**src/rtl/fifo_sp_pkg.sv**
```systemverilog
// Shared constants and width helpers for the fifo_sp parallel/serial FIFO.
package fifo_sp_pkg;

   localparam logic MODE_SERIAL   = 1'b0;
   localparam logic MODE_PARALLEL = 1'b1;

   function automatic int clog2(input int value);
      int result = 0;
      for (int v = value - 1; v > 0; v = v >> 1) result++;
      return result;
   endfunction

   // Pointers index DEPTH words; the stored-word count needs one more bit.
   function automatic int ptrWidth(input int depth);
      return clog2(depth);
   endfunction

endpackage

```
**src/rtl/fifo_sp_ser.sv**
```systemverilog
// Bit counter plus shift register: deserialises a bit stream (STORE=1) or
// produces a one-hot bit index (STORE=0, base word held at zero).
module fifo_sp_ser
   import fifo_sp_pkg::*;
#(
   parameter int WIDTH = 9,
   parameter bit STORE = 1'b1
) (
   input  logic                    clock,
   input  logic                    reset,
   input  logic                    clear,
   input  logic                    step,
   input  logic                    bitIn,
`ifdef FIFO_SP_SCAN_EN
   input  logic                    load,
   input  logic [clog2(WIDTH)-1:0] loadCnt,
   input  logic [WIDTH-1:0]        loadReg,
   output logic [clog2(WIDTH)-1:0] cnt,
   output logic [WIDTH-1:0]        held,
`endif
   output logic [WIDTH-1:0]        word,
   output logic                    done
);

   localparam int BW = clog2(WIDTH);
   localparam logic [BW-1:0] LAST = BW'(WIDTH - 1);

   logic [BW-1:0]    bitCnt;
   logic [BW-1:0]    effCnt;
   logic [WIDTH-1:0] base;
   logic [WIDTH-1:0] effBase;
   logic [WIDTH-1:0] oneHot;

   // A clear (mode change) restarts from bit 0 on the same edge it occurs.
   assign effCnt  = clear ? '0 : bitCnt;
   assign effBase = clear ? '0 : base;
   assign oneHot  = {{(WIDTH-1){1'b0}}, 1'b1} << effCnt;
   assign word    = bitIn ? (effBase | oneHot) : (effBase & ~oneHot);
   assign done    = step && (effCnt == LAST);

`ifdef FIFO_SP_SCAN_EN
   assign cnt  = bitCnt;
   assign held = base;
`endif

   always_ff @(posedge clock) begin
      if (reset)
         bitCnt <= '0;
`ifdef FIFO_SP_SCAN_EN
      else if (load)
         bitCnt <= loadCnt;
`endif
      else if (step)
         bitCnt <= done ? '0 : effCnt + BW'(1);
      else
         bitCnt <= effCnt;
   end

   if (STORE) begin : gStore
      logic [WIDTH-1:0] shiftReg;

      always_ff @(posedge clock) begin
         if (reset)
            shiftReg <= '0;
`ifdef FIFO_SP_SCAN_EN
         else if (load)
            shiftReg <= loadReg;
`endif
         else if (step)
            shiftReg <= done ? '0 : word;
         else if (clear)
            shiftReg <= '0;
      end

      assign base = shiftReg;
   end else begin : gNoStore
      assign base = '0;
`ifdef FIFO_SP_SCAN_EN
      logic unusedLoad;
      assign unusedLoad = ^loadReg;
`endif
   end

endmodule

```
**src/rtl/fifo_sp.sv**
```systemverilog
// Parametrised FIFO with per-cycle parallel/serial access mode.
// Define FIFO_SP_SCAN_EN to add a full-state scan chain (scan_en/scan_in/scan_out).
module fifo_sp
   import fifo_sp_pkg::*;
#(
   parameter int WIDTH = 9,
   parameter int DEPTH = 16
) (
   input  logic                     clock,
   input  logic                     reset,
   input  logic                     pin,
   input  logic                     sin,
   input  logic [WIDTH-1:0]         din,
   input  logic                     wr_en,
   input  logic                     rd_en,
`ifdef FIFO_SP_SCAN_EN
   input  logic                     scan_en,
   input  logic                     scan_in,
   output logic                     scan_out,
`endif
   output logic [WIDTH-1:0]         dout,
   output logic                     pout,
   output logic                     full,
   output logic                     empty,
   output logic [ptrWidth(DEPTH):0] count,
   output logic                     overflow,
   output logic                     underflow
);

   localparam int PW = ptrWidth(DEPTH);
   localparam int CW = PW + 1;
   localparam logic [CW-1:0] DEPTH_C = CW'(DEPTH);

   logic [WIDTH-1:0] mem [DEPTH];
   logic [PW-1:0]    wrPtr;
   logic [PW-1:0]    rdPtr;
   logic             pinQ;

   logic             modeChange;
   logic             wrStep;
   logic             rdStep;
   logic             wrDone;
   logic             rdDone;
   logic [WIDTH-1:0] wrWord;
   logic [WIDTH-1:0] rdMask;
   logic [WIDTH-1:0] rdWord;
   logic [WIDTH-1:0] pushData;
   logic             pushReq;
   logic             popReq;
   logic             pushOk;
   logic             popOk;
   logic [CW-1:0]    nextCount;

   assign modeChange = (pin != pinQ);
   assign wrStep     = (pin == MODE_SERIAL) && wr_en;
   assign rdStep     = (pin == MODE_SERIAL) && rd_en && !empty;
   assign rdWord     = mem[rdPtr];
   assign pushReq    = (pin == MODE_PARALLEL) ? wr_en : wrDone;
   assign popReq     = (pin == MODE_PARALLEL) ? rd_en : rdDone;
   assign pushData   = (pin == MODE_PARALLEL) ? din : wrWord;
   // A pop frees the slot a same-edge push needs; an empty FIFO never reads through.
   assign popOk      = popReq && !empty;
   assign pushOk     = pushReq && (!full || popOk);
   assign nextCount  = count + CW'(pushOk) - CW'(popOk);

`ifdef FIFO_SP_SCAN_EN
   localparam int BW     = clog2(WIDTH);
   localparam int O_RD   = PW;
   localparam int O_CNT  = 2 * PW;
   localparam int O_WB   = O_CNT + CW;
   localparam int O_RB   = O_WB + BW;
   localparam int O_DS   = O_RB + BW;
   localparam int O_MEM  = O_DS + WIDTH;
   localparam int O_DOUT = O_MEM + DEPTH * WIDTH;
   localparam int O_POUT = O_DOUT + WIDTH;
   localparam int N      = O_POUT + 1;

   logic [BW-1:0]          wbit;
   logic [BW-1:0]          rbit;
   logic [WIDTH-1:0]       deser;
   logic [WIDTH-1:0]       unusedRdHeld;
   logic [DEPTH*WIDTH-1:0] memFlat;
   logic [N-1:0]           chainCur;
   logic [N-1:0]           chainNext;

   always_comb begin
      memFlat = '0;
      for (int i = 0; i < DEPTH; i++) memFlat[i*WIDTH +: WIDTH] = mem[i];
   end

   // Bit 0 sits next to scan_in, so each field shifts LSB first toward scan_out.
   assign chainCur  = {pout, dout, memFlat, deser, rbit, wbit, count, rdPtr, wrPtr};
   assign chainNext = {chainCur[N-2:0], scan_in};
   assign scan_out  = chainCur[N-1];
`endif

   fifo_sp_ser #(.WIDTH(WIDTH), .STORE(1'b1)) wrSer (
      .clock   (clock),
      .reset   (reset),
      .clear   (modeChange),
      .step    (wrStep),
      .bitIn   (sin),
`ifdef FIFO_SP_SCAN_EN
      .load    (scan_en),
      .loadCnt (chainNext[O_WB +: BW]),
      .loadReg (chainNext[O_DS +: WIDTH]),
      .cnt     (wbit),
      .held    (deser),
`endif
      .word    (wrWord),
      .done    (wrDone)
   );

   fifo_sp_ser #(.WIDTH(WIDTH), .STORE(1'b0)) rdSer (
      .clock   (clock),
      .reset   (reset),
      .clear   (modeChange),
      .step    (rdStep),
      .bitIn   (1'b1),
`ifdef FIFO_SP_SCAN_EN
      .load    (scan_en),
      .loadCnt (chainNext[O_RB +: BW]),
      .loadReg ('0),
      .cnt     (rbit),
      .held    (unusedRdHeld),
`endif
      .word    (rdMask),
      .done    (rdDone)
   );

   always_ff @(posedge clock) begin
`ifdef FIFO_SP_SCAN_EN
      if (!reset && scan_en) begin
         for (int i = 0; i < DEPTH; i++) mem[i] <= chainNext[O_MEM + i*WIDTH +: WIDTH];
      end else
`endif
      if (!reset && pushOk)
         mem[wrPtr] <= pushData;
   end

   always_ff @(posedge clock) begin
      if (reset) begin
         wrPtr     <= '0;
         rdPtr     <= '0;
         count     <= '0;
         full      <= 1'b0;
         empty     <= 1'b1;
         dout      <= '0;
         pout      <= 1'b0;
         overflow  <= 1'b0;
         underflow <= 1'b0;
         pinQ      <= pin;
      end
`ifdef FIFO_SP_SCAN_EN
      else if (scan_en) begin
         wrPtr     <= chainNext[0 +: PW];
         rdPtr     <= chainNext[O_RD +: PW];
         count     <= chainNext[O_CNT +: CW];
         full      <= (chainNext[O_CNT +: CW] == DEPTH_C);
         empty     <= (chainNext[O_CNT +: CW] == '0);
         dout      <= chainNext[O_DOUT +: WIDTH];
         pout      <= chainNext[O_POUT];
         overflow  <= 1'b0;
         underflow <= 1'b0;
      end
`endif
      else begin
         pinQ      <= pin;
         if (pushOk) wrPtr <= wrPtr + PW'(1);
         if (popOk)  rdPtr <= rdPtr + PW'(1);
         count     <= nextCount;
         full      <= (nextCount == DEPTH_C);
         empty     <= (nextCount == '0);
         overflow  <= pushReq && !pushOk;
         underflow <= rd_en && empty;
         if ((pin == MODE_PARALLEL) && popOk) dout <= rdWord;
         if (rdStep) pout <= |(rdWord & rdMask);
      end
   end

endmodule
```
**config.mk**
```make
export PLATFORM = sky130hd
export DESIGN_NAME = fifo_sp
export DESIGN_NICKNAME = d
export VERILOG_FILES = /design/src/rtl/fifo_sp_pkg.sv /design/src/rtl/fifo_sp_ser.sv /design/src/rtl/fifo_sp.sv
export SDC_FILE = /design/constraint.sdc
export NUM_CORES = 1
export LEC_CHECK = 0
export CELL_PAD_IN_SITES_DETAIL_PLACEMENT = 1
export CELL_PAD_IN_SITES_GLOBAL_PLACEMENT = 2
export CORE_MARGIN = 1
export CORE_UTILIZATION = 46
export CTS_BUF_LIST = sky130_fd_sc_hd__clkbuf_8
export CTS_CLUSTER_SIZE = 25
export DETAILED_ROUTE_END_ITERATION = 7
export PLACE_DENSITY_LB_ADDON = 0.1
export SLEW_MARGIN = 20
export SYNTH_ARGS = -nofsm -noshare
export SYNTH_HDL_FRONTEND = slang
export SYNTH_HIERARCHICAL = 1
export SYNTH_SLANG_ARGS = --single-unit
```
**constraint.sdc**
```tcl
create_clock -name clock -period 5.7 [get_ports clock]
set_input_delay 1.14 -clock clock [delete_from_list [all_inputs] [get_ports clock]]
set_output_delay 1.14 -clock clock [all_outputs]
set_load 0.01 [all_outputs]
```
==> impl_results.md, run 1 <==
* Yosys top cell area share at 49.8%
* Critical path data required time at 6100 ps
* Kind of critical path: in2reg
* Smallest setup slack after layout at 1010 ps
* Compound-Gate Fraction of Synth Area at 7.74%
* Post-synthesis cell area at 8680 um^2
* Total congestion overflow after global routing at 0
* Number of library cell types mapped by synthesis at 81
* Htree depth at 4
* Setup slack at placement at 526 ps
* Total power per unit cell area at 313 nW/um^2
* Initial Util at 47.7%
* Signal arrival time at the worst endpoint at 5080 ps
* Sink Count at 193
* Clock tree from TritonCTS: done
* Count of TritonRoute iterations in the first routing pass at 4
* Outcome: completed
* Worst flop-to-flop path startpoint: wrSer/bitCnt[1]$_SDFF_PP0_
* Setup repair after global routing missed its margin: false
* Cell count after synthesis at 614
* Max transition margin at 35.9%
* Ys async rst share at 0%
* Number of vias per cell after detailed routing at 5.86
* Main area contributors after synthesis: edfxtp_1 50%, dfxtp_1 11%, mux4_2 4.9%
* Fraction of synthesized cell area in xor and xnor cells at 1.51%
* Number of enable flip-flop cells after synthesis at 144
* Setup slack, reg-to-reg at 1940 ps
* Setup crit start: pin
* Avg Inst Size Synth at 14.1 um^2
* DIE AREA at 19400 um^2
* Starting DRT DRC Count at 410
* Number of antenna violations at the first check in global routing at 0
* Clock network latency to the later pin of the worst-skew pair at 480 ps
* Reg2reg path depth at 13
* Total of flip-flops plus latches after synthesis at 193
* Highest achievable clock rate at 0.213 GHz
* Predominant post-synthesis flop cell: edfxtp_1
* Count of pins over their slew limit at 0
* Post-Route Skew at 21.3 ps
* Capture point of the worst path: full$_SDFF_PP0_
* Critical Path Fanout Max at 10
* Total routing resource utilization after global routing at 23.0%
* PostCTS Resize Cnt at 0
* Leakage dissipation at 0.00313 uW
* Tightest Pin Transition at 960 ps
* Clock tree buffer depth at 2
* CTS clk-pin slew, worst paths at 110 ps
* Number of buffers created by CTS at 17
* Post-synthesis share of cell area spent on and, or, nand and nor gates at 11.8%
* Startpoint type of the worst setup path: input port
* Via count of the routed design at 5266
* Final routed wire length divided by cell count at 23.6 um
* Worst hold path type: reg2reg
* Number of hold-slack violations in the final timing report at 0
* Yosys Warn Count at 6
* Peak supply drop at 0.000185 V
* Part of the Yosys area used for sequential elements at 61.1%
* Weighted congestion reported at the end of routability-driven placement at 0.822
* Tmin final at 4690 ps
* Via count of the first global-routing pass at 5540
* Final setup viols at 0
* Multiplexer share of the synthesized area at 11.9%
* Core region area at 18200 um^2
* PortBufs at 33
* Number of buffers inserted by post-CTS setup repair at 0
* Wirelength, routed at 21.2 mm
* Clk root buf: clkbuf_8
* Largest net degree at the start of global routing at 45
* First-pass GRT wire length at 32.6 mm
* Hold-fix buffers at CTS at 0
* Number of antenna cells inserted at 0
* Standard-cell rows at 49
* Top Ports at 34
* Vertical die dimension at 139 um
* Reg-to-reg critical path endpoint: full$_SDFF_PP0_
* Remaining design rule violation count at 0
* Setup total negative slack at 0 ps
* Growth of design area from synthesis to finish at 11.0%
* Number of nets still failing antenna checks after routing at 0
* Max capacitance violation total at 0
* Share of layout cells above drive strength 1 at 16.0%
* Worst Setup End Kind: flop
* Cell taking the most area after synthesis: edfxtp_1
* Dominant combinational cell family by area after synthesis: multiplexers
* Count of nets after finishing at 684
* DP Wirelength at 14.9 mm
* Width of the die at 139 um
* Adder-cell share of the synthesized area at 1.96%
* Final critical-path share of the clock period at 82.2%
## layer usage
metal	share of wire [%]	wire (um)	track usage, %	up-vias
li1	-	-	-	2430
met4	1.4	304	7.54	0
met2	49	10400	37.6	114
met5	0	0	0	-
met3	3.3	701	4.06	24
met1	46	9840	31.1	2698
## logic make-up (layout without fill, tap and decap cells)
| logic type | after synthesis | in the layout |
|---|---|---|
| compound gates | 88 | 88 |
| simple gates | 178 | 178 |
| mux | 67 | 67 |
| fa+ha+maj | 13 | 13 |
| xor+xnor | 15 | 15 |
| other cells | 1 | 5 |
| flops | 193 | 193 |
| buf+inv | 59 | 110 |
## registers in the layout, indices dropped and copies added (netlist names), named ones only
register and cells:
empty 1, wrSer/base 9, wrSer/bitCnt 4, underflow 1, rdPtr 4, mem 144, dout 9, pinQ 1
rdSer/bitCnt 4, pout 1, full 1, overflow 1, count 5, wrPtr 4
## worst min-delay path by stage
| stage | from | to | slack [ps] | cells past startpoint |
|---|---|---|---|---|
| global route | wrSer/base[8]$_SDFF_PP0_ | wrSer/base[8]$_SDFF_PP0_ | 480 | 2 |
| finish | wrSer/base[8]$_SDFF_PP0_ | wrSer/base[8]$_SDFF_PP0_ | 470 | 2 |
| global placement | wrSer/base[8]$_SDFF_PP0_ | wrSer/base[8]$_SDFF_PP0_ | 440 | 2 |
| floorplan | wrSer/base[8]$_SDFF_PP0_ | wrSer/base[8]$_SDFF_PP0_ | 420 | 2 |
| detailed placement | dout[7]$_SDFFE_PP0P_ | dout[7]$_SDFFE_PP0P_ | 450 | 2 |
| CTS | wrSer/base[8]$_SDFF_PP0_ | wrSer/base[8]$_SDFF_PP0_ | 470 | 2 |
## placed cells by master, fill, tap and decap left out, types with 7 or more instances in the layout
cell type	count
mux4_2	19
o22ai_1	9
edfxtp_1	144
xnor2_1	7
a22o_1	7
nor3_1	13
mux2_2	9
buf_4	23
nand2_1	35
xor2_1	7
mux2i_1	30
a21oi_1	15
ha_1	12
o21ai_0	9
clkbuf_8	17
nor2b_1	15
clkdlybuf4s50_1	32
nand2b_1	13
inv_1	21
nor2_1	44
dfxtp_1	48
## where the power goes
group	internal (uW)	switching (uW)	total, uW
clock network	366	534	901
logic	247	252	499
registers	1560	55.5	1610
total	2170	842	3010
## worst max-delay path, cell delays in order
cell             delay (ps)
clkdlybuf4s50_1         660
xor2_2                  280
buf_4                   220
nand2b_1                210
nor3_4                   60
mux2i_1                 120
nor2_1                   60
buf_4                   160
o21ba_2                 240
inv_1                   210
ha_1                    270
inv_1                    50
ha_1                    150
inv_1                    50
fa_1                    400
xnor2_1                 160
nor4b_1                 360
nor3b_1                 250
## Yosys cell counts, types with 6 or more instances
cell / n
mux2i_1: 30
inv_1: 20
clkbuf_1: 9
a21oi_1: 15
a22o_1: 7
dfxtp_1: 49
nand2_1: 35
nor2b_1: 15
buf_2: 9
o22ai_1: 9
buf_6: 9
mux4_2: 19
nand2b_1: 13
nor3_1: 13
mux4_1: 6
nand4_1: 6
a221oi_1: 6
xnor2_1: 7
ha_1: 12
o21ai_0: 9
edfxtp_1: 144
nor2_1: 44
xor2_1: 8
mux2_2: 9
## layout make-up
cell class                 instances  area [um^2]
inverter                          22         82.6
fill                            1820         8580
timing repair buffer              56          498
clock inverter                    15          170
tap                              229          287
sequential                       193         5310
multi-input combinational        366         3050
clock buffer                      17          234
## stage by stage
stage / power (uW) / cell area (um^2) / cells / util (%) / hold WS [ps]
floorplan: 1970 / 8690 / 618 / - / 425
global placement: 2130 / 9230 / 866 / 50.7 / 438
detailed placement: 2150 / 9230 / 866 / 50.7 / 453
CTS: 3040 / 9630 / 898 / 52.9 / 468
global route: 3140 / 9630 / 898 / 52.9 / 483
finish: 3010 / 9630 / 898 / 52.9 / 467
Note: power is estimated with default switching activity, not from simulation.
==> run 2: changes to the inputs <==
--- a/config.mk
+++ b/config.mk
@@ -8,7 +8,7 @@
 export CELL_PAD_IN_SITES_DETAIL_PLACEMENT = 1
 export CELL_PAD_IN_SITES_GLOBAL_PLACEMENT = 2
 export CORE_MARGIN = 1
-export CORE_UTILIZATION = 46
+export CORE_UTILIZATION = 41
 export CTS_BUF_LIST = sky130_fd_sc_hd__clkbuf_8
 export CTS_CLUSTER_SIZE = 25
 export DETAILED_ROUTE_END_ITERATION = 7
==> constraint.sdc (replaced) <==
create_clock -name clock -period 3.9 [get_ports clock]
set_input_delay 0.78 -clock clock [delete_from_list [all_inputs] [get_ports clock]]
set_output_delay 0.78 -clock clock [all_outputs]
set_load 0.01 [all_outputs]
==> impl_results.md, run 2 (synthesis gave the netlist of run 1 again) <==
* Peak supply drop at 0.000209 V
* Outcome: completed
* Flip-flop count of the largest register, all copies and words added at 144
* Setup total negative slack at 0 ps
* Via count of the first global-routing pass at 5694
* Critical Path Fanout Max at 4
* Wirelength, routed at 21.3 mm
* Sink Count at 193
* PostCTS Resize Cnt at 0
* Initial Util at 42.3%
* Count of nets after finishing at 713
* Via count of the routed design at 5298
* Number of buffers inserted by post-CTS setup repair at 0
* Number of nets still failing antenna checks after routing at 0
* Register name with the most flops: mem
* Setup repair after global routing missed its margin: false
* Width of the die at 147 um
* Critical path data required time at 4300 ps
* Clock network latency to the later pin of the worst-skew pair at 470 ps
* Top library cells by usage in the layout, fill and taps aside: 144 x edfxtp_1, 48 x dfxtp_1, 47 x buf_4
* Top Ports at 34
* Multi-input gate area in the final layout at 3100 um^2
* M1 wire length at 10.1 mm
* Total congestion overflow after global routing at 0
* Final setup viols at 0
* Highest achievable clock rate at 0.273 GHz
* Post-Route Skew at 22.2 ps
* First-pass GRT wire length at 33.3 mm
* Hold-fix buffers at CTS at 0
* Number of antenna violations at the first check in global routing at 0
* Smallest setup slack after layout at 241 ps
* Count of pins over their slew limit at 0
* Tmin final at 3660 ps
* Most common library cell in the layout ignoring fill and taps: edfxtp_1
* Worst hold path type: reg2reg
* Number of buffers created by CTS at 17
* Leakage dissipation at 0.00332 uW
* Final critical-path share of the clock period at 93.8%
* Vertical die dimension at 147 um
* Htree depth at 4
* Tightest Pin Transition at 956 ps
* Highest metal layer used by the detailed router: met4
* DIE AREA at 21800 um^2
* DP Wirelength at 15.2 mm
* PortBufs at 33
* Wire length on met2 at 10.2 mm
* CTS clk-pin slew, worst paths at 110 ps
* Kind of critical path: in2reg
* Max capacitance violation total at 0
* Overall power after layout at 4480 uW
* Final routed wire length divided by cell count at 22.0 um
* Startpoint type of the worst setup path: input port
* Signal arrival time at the worst endpoint at 4060 ps
* Count of TritonRoute iterations in the first routing pass at 5
* Standard-cell rows at 52
* Share of layout cells above drive strength 1 at 20.8%
* Core region area at 20500 um^2
* Filler Cells Inserted at 2086
* Remaining design rule violation count at 0
* Largest net degree at the start of global routing at 30
* Starting DRT DRC Count at 408
* Worst Setup End Kind: flop
* Max transition margin at 36.2%
* Clk root buf: clkbuf_8
* Clock tree buffer depth at 2
* Total power per unit cell area at 447 nW/um^2
* Setup slack at placement at -260 ps
* Number of vias per cell after detailed routing at 5.47
* Flip-flop and latch area at 5310 um^2
* Growth of design area from synthesis to finish at 15.5%
* Weighted congestion reported at the end of routability-driven placement at 0.776
* Number of hold-slack violations in the final timing report at 0
* Clock tree from TritonCTS: done
* Total routing resource utilization after global routing at 20.8%
* Met3 WL at 829 um
## run 2: cell types whose count changed in the layout (fill, tap and decap cells not counted), moves of 2 or more
cell,change
clkinvlp_4,-2
inv_2,+2
buf_4,+24
buf_12,+5
inv_1,-3
inv_6,+2
## run 2: power by group
group | internal [uW] | leakage [uW] | switching, uW
clock network | 546 | 0.000210 | 800
logic | 395 | 0.00140 | 394
registers | 2270 | 0.00171 | 67.6
## run 2: per-stage QoR
| step | cell area [um^2] | hold WS, ps | util, % | cells |
|---|---|---|---|---|
| after global routing | 10000 | 494 | 48.9 | 968 |
| final | 10000 | 471 | 48.9 | 969 |
| after global placement | 9600 | 439 | 46.9 | 936 |
| after floorplan | 8770 | 425 | - | 618 |
| after CTS | 10000 | 472 | 48.9 | 968 |
| after detailed placement | 9600 | 458 | 46.9 | 936 |
## run 2: worst max-delay path, stage by stage
cell             delay, ps
clkdlybuf4s50_1        420
buf_4                  180
xor2_4                 200
nor4_4                 280
and3_1                 210
mux2i_1                 90
o21ba_4                240
inv_2                   40
ha_1                   260
inv_1                   60
ha_2                   170
inv_2                   40
fa_2                   370
xnor2_1                150
nor4b_1                350
nor3b_1                210
## run 2: worst paths after layout
path | startpoint | end | slack, ps | cells after the start
hold reg to reg | dout[0]$_SDFFE_PP0P_ | dout[0]$_SDFFE_PP0P_ | 470 | 2
setup reg to reg | rdSer/bitCnt[1]$_SDFF_PP0_ | full$_SDFF_PP0_ | 740 | 14
hold / removal | dout[0]$_SDFFE_PP0P_ | dout[0]$_SDFFE_PP0P_ | 470 | 2
setup / recovery | pin | full$_SDFF_PP0_ | 240 | 16
## run 2: area by class of cell
| type | instances | area share [%] |
|---|---|---|
| Multi-Input combinational cell | 366 | 30.9 |
| Sequential cell | 193 | 53.0 |
| Timing Repair Buffer | 85 | 7.77 |
| Tap cell | 270 | 3.37 |
| Clock buffer | 17 | 2.33 |
| Inverter | 22 | 0.824 |
| Clock inverter | 15 | 1.81 |
| Antenna cell | 1 | 0.0250 |
## run 2: layer usage
layer	vias to the layer above	track usage, %
met4	0	5.00
li1	2488	-
met2	112	33.7
met3	11	3.70
met1	2687	29.2
met5	-	0
==> run 3: changes to the inputs <==
--- a/config.mk
+++ b/config.mk
@@ -13,6 +13,7 @@
 export CTS_CLUSTER_SIZE = 25
 export DETAILED_ROUTE_END_ITERATION = 7
 export PLACE_DENSITY_LB_ADDON = 0.1
+export SETUP_SLACK_MARGIN = 0.15
 export SLEW_MARGIN = 20
 export SYNTH_ARGS = -nofsm -noshare
 export SYNTH_HDL_FRONTEND = slang
==> impl_results.md, run 3 (synthesis gave the netlist of run 1 again) <==
* Outcome: completed
* Via count of the first global-routing pass at 5520
* Wirelength, routed at 20.5 mm
* Total congestion overflow after global routing at 0
* Share of layout cells above drive strength 1 at 20.4%
* Max transition margin at 42.2%
* First-pass GRT wire length at 31.8 mm
* Total power per unit cell area at 452 nW/um^2
* Flip-flop count of the largest register, all copies and words added at 144
* Max capacitance violation total at 0
* DP Wirelength at 14.8 mm
* Post-place instance area at 9520 um^2
* Startpoint type of the worst setup path: input port
* Tmin final at 3390 ps
* Standard-cell rows at 52
* Peak supply drop at 0.000226 V
* Max stage delay cell, worst path: clkdlybuf4s50_1
* Number of antenna violations at the first check in global routing at 0
* Width of the die at 147 um
* Count of nets after finishing at 705
* Setup crit start: rd_en
* Worst hold path type: reg2reg
* Stage delay of the slowest cell on the critical path at 520 ps
* Count of TritonRoute iterations in the first routing pass at 5
* Post-route insts no fill at 960
* Signal arrival time at the worst endpoint at 3800 ps
* Placed cell count at 928
* Capture point of the worst path: count[4]$_SDFF_PP0_
* Hold-fix buffers at CTS at 0
* Worst flop-to-flop path startpoint: wrSer/bitCnt[2]$_SDFF_PP0_
* Overall power after layout at 4480 uW
* Worst Setup End Kind: flop
* Count of pins over their slew limit at 0
* Vertical die dimension at 147 um
* Number of buffers inserted by post-CTS setup repair at 0
* Starting DRT DRC Count at 296
* Most common library cell in the layout ignoring fill and taps: edfxtp_1
* Top Ports at 34
* Kind of critical path: in2reg
* Highest achievable clock rate at 0.295 GHz
* Number of buffers created by CTS at 17
* Growth of design area from synthesis to finish at 14.4%
* Final setup viols at 0
* Critical Path Fanout Max at 3
* Clock tree from TritonCTS: done
* Setup repair after global routing missed its margin: false
* Cell type with the highest occurrence count on the critical path: inv_1
* Clock network latency to the later pin of the worst-skew pair at 470 ps
* Leakage dissipation at 0.00328 uW
* Number of nets still failing antenna checks after routing at 0
* Htree depth at 4
* Via count of the routed design at 5191
* Core region area at 20500 um^2
* Filler Cells Inserted at 2067
* Setup total negative slack at 0 ps
* Reg2reg path depth at 16
* Post-Route Skew at 11.7 ps
* Register name with the most flops: mem
* Remaining design rule violation count at 0
* Critical path buffer and inverter count at 7
* Final hold slack at 456 ps
* Worst Hold Path Cells at 2
* PortBufs at 33
* Initial Util at 42.3%
* Setup slack, reg-to-reg at 800 ps
* Top library cells by usage in the layout, fill and taps aside: 144 x edfxtp_1, 48 x dfxtp_1, 44 x buf_4
* Critical path data required time at 4320 ps
* Number of hold-slack violations in the final timing report at 0
* Final critical-path share of the clock period at 86.9%
* Depth of the critical timing path with buffers and inverters included at 19
* Clk root buf: clkbuf_8
* Total routing resource utilization after global routing at 19.9%
* PostCTS Resize Cnt at 0
* Number of antenna cells inserted at 0
* Cell family contributing the most delay on the critical path: buffers and inverters
* Design area at 9930 um^2
* Weighted congestion reported at the end of routability-driven placement at 0.835
* Reg-to-reg critical path endpoint: count[4]$_SDFF_PP0_
* Tightest Pin Transition at 866 ps
* Sink Count at 193
* Final routed wire length divided by cell count at 21.3 um
* DIE AREA at 21800 um^2
* Clock tree buffer depth at 2
* Largest net degree at the start of global routing at 34
* Number of vias per cell after detailed routing at 5.41
* CTS clk-pin slew, worst paths at 110 ps
* List of cells traversed by the critical path: clkdlybuf4s50_1 -> nor3b_2 -> inv_1 -> nor3_4 -> mux2i_1 -> nor2_4 -> o21ba_4 -> inv_4 -> ha_4 -> inv_2 -> ha_4 -> inv_2 -> fa_2 -> inv_1 -> a21o_1 -> a21oi_2 -> xnor2_2 -> or2_4 -> inv_1
==> run 3: metal layers <==
layer / GRT usage (%) / routed length, um / vias to the layer above
met3: 3.36 / 805 / 22
met5: 0 / 0 / -
met2: 32.0 / 9670 / 91
met1: 27.3 / 9670 / 2620
met4: 6.91 / 333 / 0
li1: - / - / 2458
==> run 3: area by class of cell <==
cell class              instances  area, um^2  area share [%]
inverters                      22        85.1           0.857
repair buffers                 77         658            6.63
well taps                     270         338            3.40
clock inverters                14         146            1.47
clock buffers                  18         248            2.50
flip-flops and latches        193        5310            53.5
multi-input cells             366        3140            31.7
==> run 3: worst min path at each step <==
stage                             start                  endpoint
6_report           dout[0]$_SDFFE_PP0P_      dout[0]$_SDFFE_PP0P_
5_1_grt            dout[7]$_SDFFE_PP0P_      dout[7]$_SDFFE_PP0P_
4_1_cts            dout[0]$_SDFFE_PP0P_      dout[0]$_SDFFE_PP0P_
3_5_place_dp       dout[0]$_SDFFE_PP0P_      dout[0]$_SDFFE_PP0P_
3_3_place_gp       dout[7]$_SDFFE_PP0P_      dout[7]$_SDFFE_PP0P_
2_1_floorplan  wrSer/base[8]$_SDFF_PP0_  wrSer/base[8]$_SDFF_PP0_
==> run 3: worst register-to-register path, delay by kind of cell, from the launching register on <==
kind / cells / cell delay, ps
compound gates: 3 / 370
xor+xnor: 1 / 150
fa+ha+maj: 3 / 670
buf+inv: 5 / 270
flops: 1 / 900
mux: 1 / 170
simple gates: 3 / 530
==> run 3: power by group <==
group	internal [uW]	switching, uW
clock	546	759
combinational	421	415
sequential	2270	70.2
total	3240	1240
==> run 3: stage by stage <==
stage	setup WS (ps)	util, %
2_1_floorplan	139	-
3_3_place_gp	-83.1	46.4
3_5_place_dp	-293	46.4
4_1_cts	224	48.4
5_1_grt	367	48.4
6_report	512	48.4
